`config.mk`:
```
export PLATFORM = sky130hd
export DESIGN_NAME = multicycle_sequencer
export DESIGN_NICKNAME = d
export VERILOG_FILES = /design/src/rtl/multicycle_sequencer.sv
export SDC_FILE = /design/constraint.sdc
export NUM_CORES = 1
export LEC_CHECK = 0
export BUFFER_PORTS_ARGS = -buffer_cell sky130_fd_sc_hd__clkbuf_2
export CAP_MARGIN = 30
export CORE_MARGIN = 2
export CORE_UTILIZATION = 36
export DETAILED_ROUTE_END_ITERATION = 16
export GPL_ROUTABILITY_DRIVEN = 1
export GPL_TIMING_DRIVEN = 1
export SYNTH_ARGS = -nofsm -noshare
export SYNTH_HDL_FRONTEND = slang
export SYNTH_SLANG_ARGS = --single-unit
```
`constraint.sdc`:
```
create_clock -name clk -period 4.6 [get_ports clk]
set_input_delay 0.46 -clock clk [delete_from_list [all_inputs] [get_ports clk]]
set_output_delay 0.46 -clock clk [all_outputs]
set_load 0.03 [all_outputs]
```
`src/rtl/multicycle_sequencer.sv`:
```
// ---------------------------------------------------------------------------
// multicycle_sequencer
//
// Multi-cycle control sequencer. Owns the PC and walks each instruction
// through FETCH / FETCH_WAIT / EXECUTE / [MEM / MEM_WAIT] / WRITEBACK using
// valid/ready handshakes to instruction and data memory, so either memory
// may stall. Illegal opcodes and misaligned redirect targets trap to
// TRAP_VECTOR; environment instructions halt the core until reset. A retire
// counter tracks completed instructions.
//
// Ports
//   clk, rst                 clock, synchronous active-high reset
//   imem_req_valid/ready     fetch request handshake, imem_addr = pc
//   imem_rsp_valid           fetched instruction present on imem data bus
//   instr_latch_en           pulse: external IR captures imem data
//   opcode_valid, is_*       decoder outputs (sampled in EXECUTE/WRITEBACK)
//   branch_taken,jump_target branch/jump resolution, valid in WRITEBACK
//   dmem_req_valid/ready     load/store request handshake
//   dmem_rsp_valid           load data ready / store committed
//   reg_write_en             register file write strobe
//   pc                       current instruction PC
//   trap, trap_pc            trap entry pulse, PC of faulting instruction
//   halted                   core halted
//   retire, retire_count     retire pulse and wrapping retire counter
// ---------------------------------------------------------------------------
module multicycle_sequencer #(
    parameter int unsigned        XLEN         = 32,
    parameter logic [XLEN-1:0]    RESET_VECTOR = 'h0,
    parameter logic [XLEN-1:0]    TRAP_VECTOR  = 'h100,
    parameter int unsigned        COUNT_W      = 32
) (
    input  logic               clk,
    input  logic               rst,
    output logic               imem_req_valid,
    input  logic               imem_req_ready,
    output logic [XLEN-1:0]    imem_addr,
    input  logic               imem_rsp_valid,
    output logic               instr_latch_en,
    input  logic               opcode_valid,
    input  logic               is_load,
    input  logic               is_store,
    input  logic               is_branch,
    input  logic               is_jump,
    input  logic               is_env,
    input  logic               branch_taken,
    input  logic [XLEN-1:0]    jump_target,
    output logic               dmem_req_valid,
    input  logic               dmem_req_ready,
    input  logic               dmem_rsp_valid,
    output logic               reg_write_en,
    output logic [XLEN-1:0]    pc,
    output logic               trap,
    output logic [XLEN-1:0]    trap_pc,
    output logic               halted,
    output logic               retire,
    output logic [COUNT_W-1:0] retire_count
);

    typedef enum logic [3:0] {
        S_BOOT,
        S_FETCH,
        S_FETCH_WAIT,
        S_EXECUTE,
        S_MEM,
        S_MEM_WAIT,
        S_WRITEBACK,
        S_TRAP,
        S_HALT
    } state_t;

    state_t             r_state;
    logic [XLEN-1:0]    r_pc;
    logic [XLEN-1:0]    r_trap_pc;
    logic [COUNT_W-1:0] r_retire_count;
    logic               r_imem_req_valid;
    logic               r_dmem_req_valid;
    logic               r_trap;
    logic               r_halted;

    logic w_redirect;
    logic w_misaligned;
    logic w_retire;

    assign w_redirect   = (is_branch && branch_taken) || is_jump;
    assign w_misaligned = w_redirect && (jump_target[1:0] != 2'b00);

    // Retire, register write and IR capture depend on same-cycle inputs
    // (redirect target, imem response), so they are decoded from the
    // registered state rather than registered themselves.
    assign w_retire       = (r_state == S_WRITEBACK) && !w_misaligned;
    assign retire         = w_retire;
    assign reg_write_en   = w_retire && !is_store && !is_branch;
    assign instr_latch_en = (r_state == S_FETCH_WAIT) && imem_rsp_valid;

    assign imem_req_valid = r_imem_req_valid;
    assign imem_addr      = r_pc;
    assign dmem_req_valid = r_dmem_req_valid;
    assign pc             = r_pc;
    assign trap           = r_trap;
    assign trap_pc        = r_trap_pc;
    assign halted         = r_halted;
    assign retire_count   = r_retire_count;

    always_ff @(posedge clk) begin
        if (rst) begin
            r_state          <= S_BOOT;
            r_pc             <= RESET_VECTOR;
            r_trap_pc        <= '0;
            r_retire_count   <= '0;
            r_imem_req_valid <= 1'b0;
            r_dmem_req_valid <= 1'b0;
            r_trap           <= 1'b0;
            r_halted         <= 1'b0;
        end else begin
            r_trap <= 1'b0;
            case (r_state)
                S_BOOT: begin
                    r_state          <= S_FETCH;
                    r_imem_req_valid <= 1'b1;
                end
                S_FETCH: begin
                    if (imem_req_ready) begin
                        r_state          <= S_FETCH_WAIT;
                        r_imem_req_valid <= 1'b0;
                    end
                end
                S_FETCH_WAIT: begin
                    if (imem_rsp_valid) begin
                        r_state <= S_EXECUTE;
                    end
                end
                S_EXECUTE: begin
                    if (!opcode_valid) begin
                        r_state <= S_TRAP;
                        r_trap  <= 1'b1;
                    end else if (is_env) begin
                        r_state  <= S_HALT;
                        r_halted <= 1'b1;
                    end else if (is_load || is_store) begin
                        r_state          <= S_MEM;
                        r_dmem_req_valid <= 1'b1;
                    end else begin
                        r_state <= S_WRITEBACK;
                    end
                end
                S_MEM: begin
                    if (dmem_req_ready) begin
                        r_state          <= S_MEM_WAIT;
                        r_dmem_req_valid <= 1'b0;
                    end
                end
                S_MEM_WAIT: begin
                    if (dmem_rsp_valid) begin
                        r_state <= S_WRITEBACK;
                    end
                end
                S_WRITEBACK: begin
                    if (w_misaligned) begin
                        // pc is left on the faulting instruction for TRAP
                        r_state <= S_TRAP;
                        r_trap  <= 1'b1;
                    end else begin
                        r_retire_count   <= r_retire_count + COUNT_W'(1);
                        r_pc             <= w_redirect ? jump_target : r_pc + XLEN'(4);
                        r_state          <= S_FETCH;
                        r_imem_req_valid <= 1'b1;
                    end
                end
                S_TRAP: begin
                    r_trap_pc        <= r_pc;
                    r_pc             <= TRAP_VECTOR;
                    r_state          <= S_FETCH;
                    r_imem_req_valid <= 1'b1;
                end
                S_HALT: begin
                    r_state <= S_HALT;
                end
                default: begin
                    r_state <= S_BOOT;
                end
            endcase
        end
    end

endmodule
```
==> impl_metrics.tcl <==
set metrics [dict create \
    startpoint_type "flop" \
    synth-edff-count 0 \
    use_met3 0.0490 \
    vias_per_cell 5.29 \
    ir_drop_mv 0.246 \
    grt_antenna_before_repair 0 \
    cts_tree "done" \
    cts.path.max_buffers 2 \
    grtUsageTotal 0.202 \
    fin_crit_sh 0.697 \
    ys_seq_elements 104 \
    ant_nets 0 \
    leakage_nw 2.52 \
    postSynthAreaPerCell_sq_um 7.72 \
    routabilityCongestion 0.858 \
    hold_ws_ps 310 \
    synth_ff_type "dfxtp_1" \
    cts_setup_buffers 0 \
    drive_gt1_frac 0.265 \
    rsz0062_at_grt "no" \
    crit_path_cell_trace "nor4bb_2, buf_4, o21ai_1, inv_1, clkbuf_2" \
    slew_headroom 0.366 \
    hp-start "jump_target[14]" \
    clk_latency_ps 360 \
    die_h_microns 125 \
    ctsHtreeMaxLevel 3 \
    hp-class "primary input to flop" \
    wl_microns 16000 \
    clkSinkCount 104 \
    start_util 0.365 \
    crit_path_max_incr_delay_ps 610 \
    die_area_sq_um 15600 \
    netlist_area_sq_um 5260 \
    yosysUniqueCellTypes 58 \
    routedWlPerCell_microns 16.0 \
    dr_total_vias 5287 \
    gr-usage-met2 0.316 \
    report.final.slew_viol_count 0 \
    finClkSkew_ps 8.41 \
    portBuffers 179 \
    path_buf_inv 3 \
    path_class "flop to output port" \
    overflow 0 \
    cpMaxStageDelayCell "dfxtp_1" \
    required_ps 4140 \
    drtPass1Iterations 5 \
    power_density_nw_per_um2 285 \
    cts-root-buf "clkbuf_16" \
    ios 180 \
    drc 0 \
    cp.arrival_ps 2750 \
    cp_max_fo 15 \
    grt.busiest_layer "met2" \
    yosysSeqAreaShare 0.396 \
    endpoint_kind "output port" \
    mostFrequentLayoutCells "178 x clkbuf_2, 110 x nand2_1, 104 x dfxtp_1" \
    die_w_microns 125 \
    outcome "finished clean" \
    fp-row-count 44 \
    clock.fmax_mhz 312 \
    cp_top_family "buffers and inverters" \
    grt_use_met1 0.274 \
    fillers 1503 \
    clkTransAtPathRegs_ps 70 \
    critPathLaunch "r_state[2]$_SDFFE_PP0P_" \
    yosys_warnings 0 \
    core_sq_um 14400 \
    syn2layout_area_growth_pct 21.1 \
    hpwl_microns 11300 \
    syn_inst 681 \
    fin_setup_tns_ps 0 \
    final_net_count 857 \
    placed_cell_area_sq_um 6070 \
    layout_commonest_cell "clkbuf_2" \
    drv_cap 0 \
    cts_inserted_buffers 9 \
    first_global_vias 4836 \
    ctsHoldBuffers 0 \
    timing.rr.start "r_state[2]$_SDFFE_PP0P_" \
    postLayoutCellArea_sq_um 6370 \
    grt_pass1_wl_microns 25700 \
    period_needed_ps 3210 \
    async_flop_share 0 \
    cts_resized 0 \
    tightest_slew_ps 944 \
    hold_viol_final 0 \
    setup_viol 0 \
    grt_max_degree 63 \
    initialDrtViolationCount 447 \
    synth.net_count 728 \
]
## worst register-to-register path, stage by stage, from the launching register on
cell	delay, ps
dfxtp_1	610
nor4bb_2	350
buf_4	210
o21ai_1	340
inv_1	570
nand2_1	370
o32ai_1	390
## cells in the mapped netlist, drive strengths merged, types with 9 or more instances
| master | count | area share |
|---|---|---|
| or3 | 9 | 0.011 |
| nand2 | 110 | 0.079 |
| nor2 | 54 | 0.039 |
| a21oi | 64 | 0.061 |
| nor3 | 27 | 0.026 |
| xor2 | 11 | 0.018 |
| nor4 | 17 | 0.023 |
| nand3 | 25 | 0.024 |
| inv | 15 | 0.011 |
| buf | 37 | 0.050 |
| clkbuf | 31 | 0.022 |
| xnor2 | 22 | 0.037 |
| and3 | 12 | 0.014 |
| o21ai | 30 | 0.029 |
| dfxtp | 104 | 0.40 |
| a31oi | 15 | 0.018 |
| nand4 | 18 | 0.023 |
## final cells by class
type,count,area [sq um],share of cell area
Sequential cell,104,2080,0.327
Clock inverter,5,56.3,0.00884
Timing Repair Buffer,186,948,0.149
Multi-Input combinational cell,494,2750,0.432
Antenna cell,1,2.50,0.000393
Tap cell,184,230,0.0361
Inverter,15,56.3,0.00884
Clock buffer,11,243,0.0381
## report_power, final
group	switching [mW]	internal (mW)
clock network	0.345	0.436
registers	0.0132	0.907
logic	0.0716	0.0402
## cells by family (layout without fill, tap and decap cells)
logic type	after synthesis	in the layout	synth area share
other cells	0	1	0
flops	104	104	0.396
buf+inv	83	217	0.0828
xor+xnor	33	33	0.0550
mux	2	2	0.00404
compound gates	151	151	0.172
simple gates	306	306	0.285
fa+ha+maj	2	2	0.00476
## final timing paths
kind	slack [ps]	depth (start not counted)	endpoint
setup reg to reg	1650	6	imem_addr[25]$_SDFFE_PP0P_
setup / recovery	1390	5	retire
hold reg to reg	450	2	trap_pc[27]$_SDFFE_PP0N_
hold / removal	310	3	imem_addr[14]$_SDFFE_PP0P_
## metrics by stage
stage                     power (mW)  std cells  worst slack, ps   util
after detailed placement        1.05        983             1660  0.421
final                           1.81       1000             1390  0.442
after global routing            1.89        999             1250  0.441
after global placement          1.05        981             1730  0.420
after floorplan                 1.01        681             2140      -
after CTS                       1.85        999             1380  0.441
## registers in the layout, indices dropped and copies added (netlist names)
register	flops
retire_count	32
imem_addr	32
trap_pc	32
halted	1
imem_req_valid	1
r_state	4
trap	1
dmem_req_valid	1
## routing by layer
layer,wire length [microns],vias up
met5,0,-
met4,269,0
met3,1080,19
met2,7320,185
met1,7340,2434
li1,-,2649
Note: power is estimated with default switching activity, not from simulation.
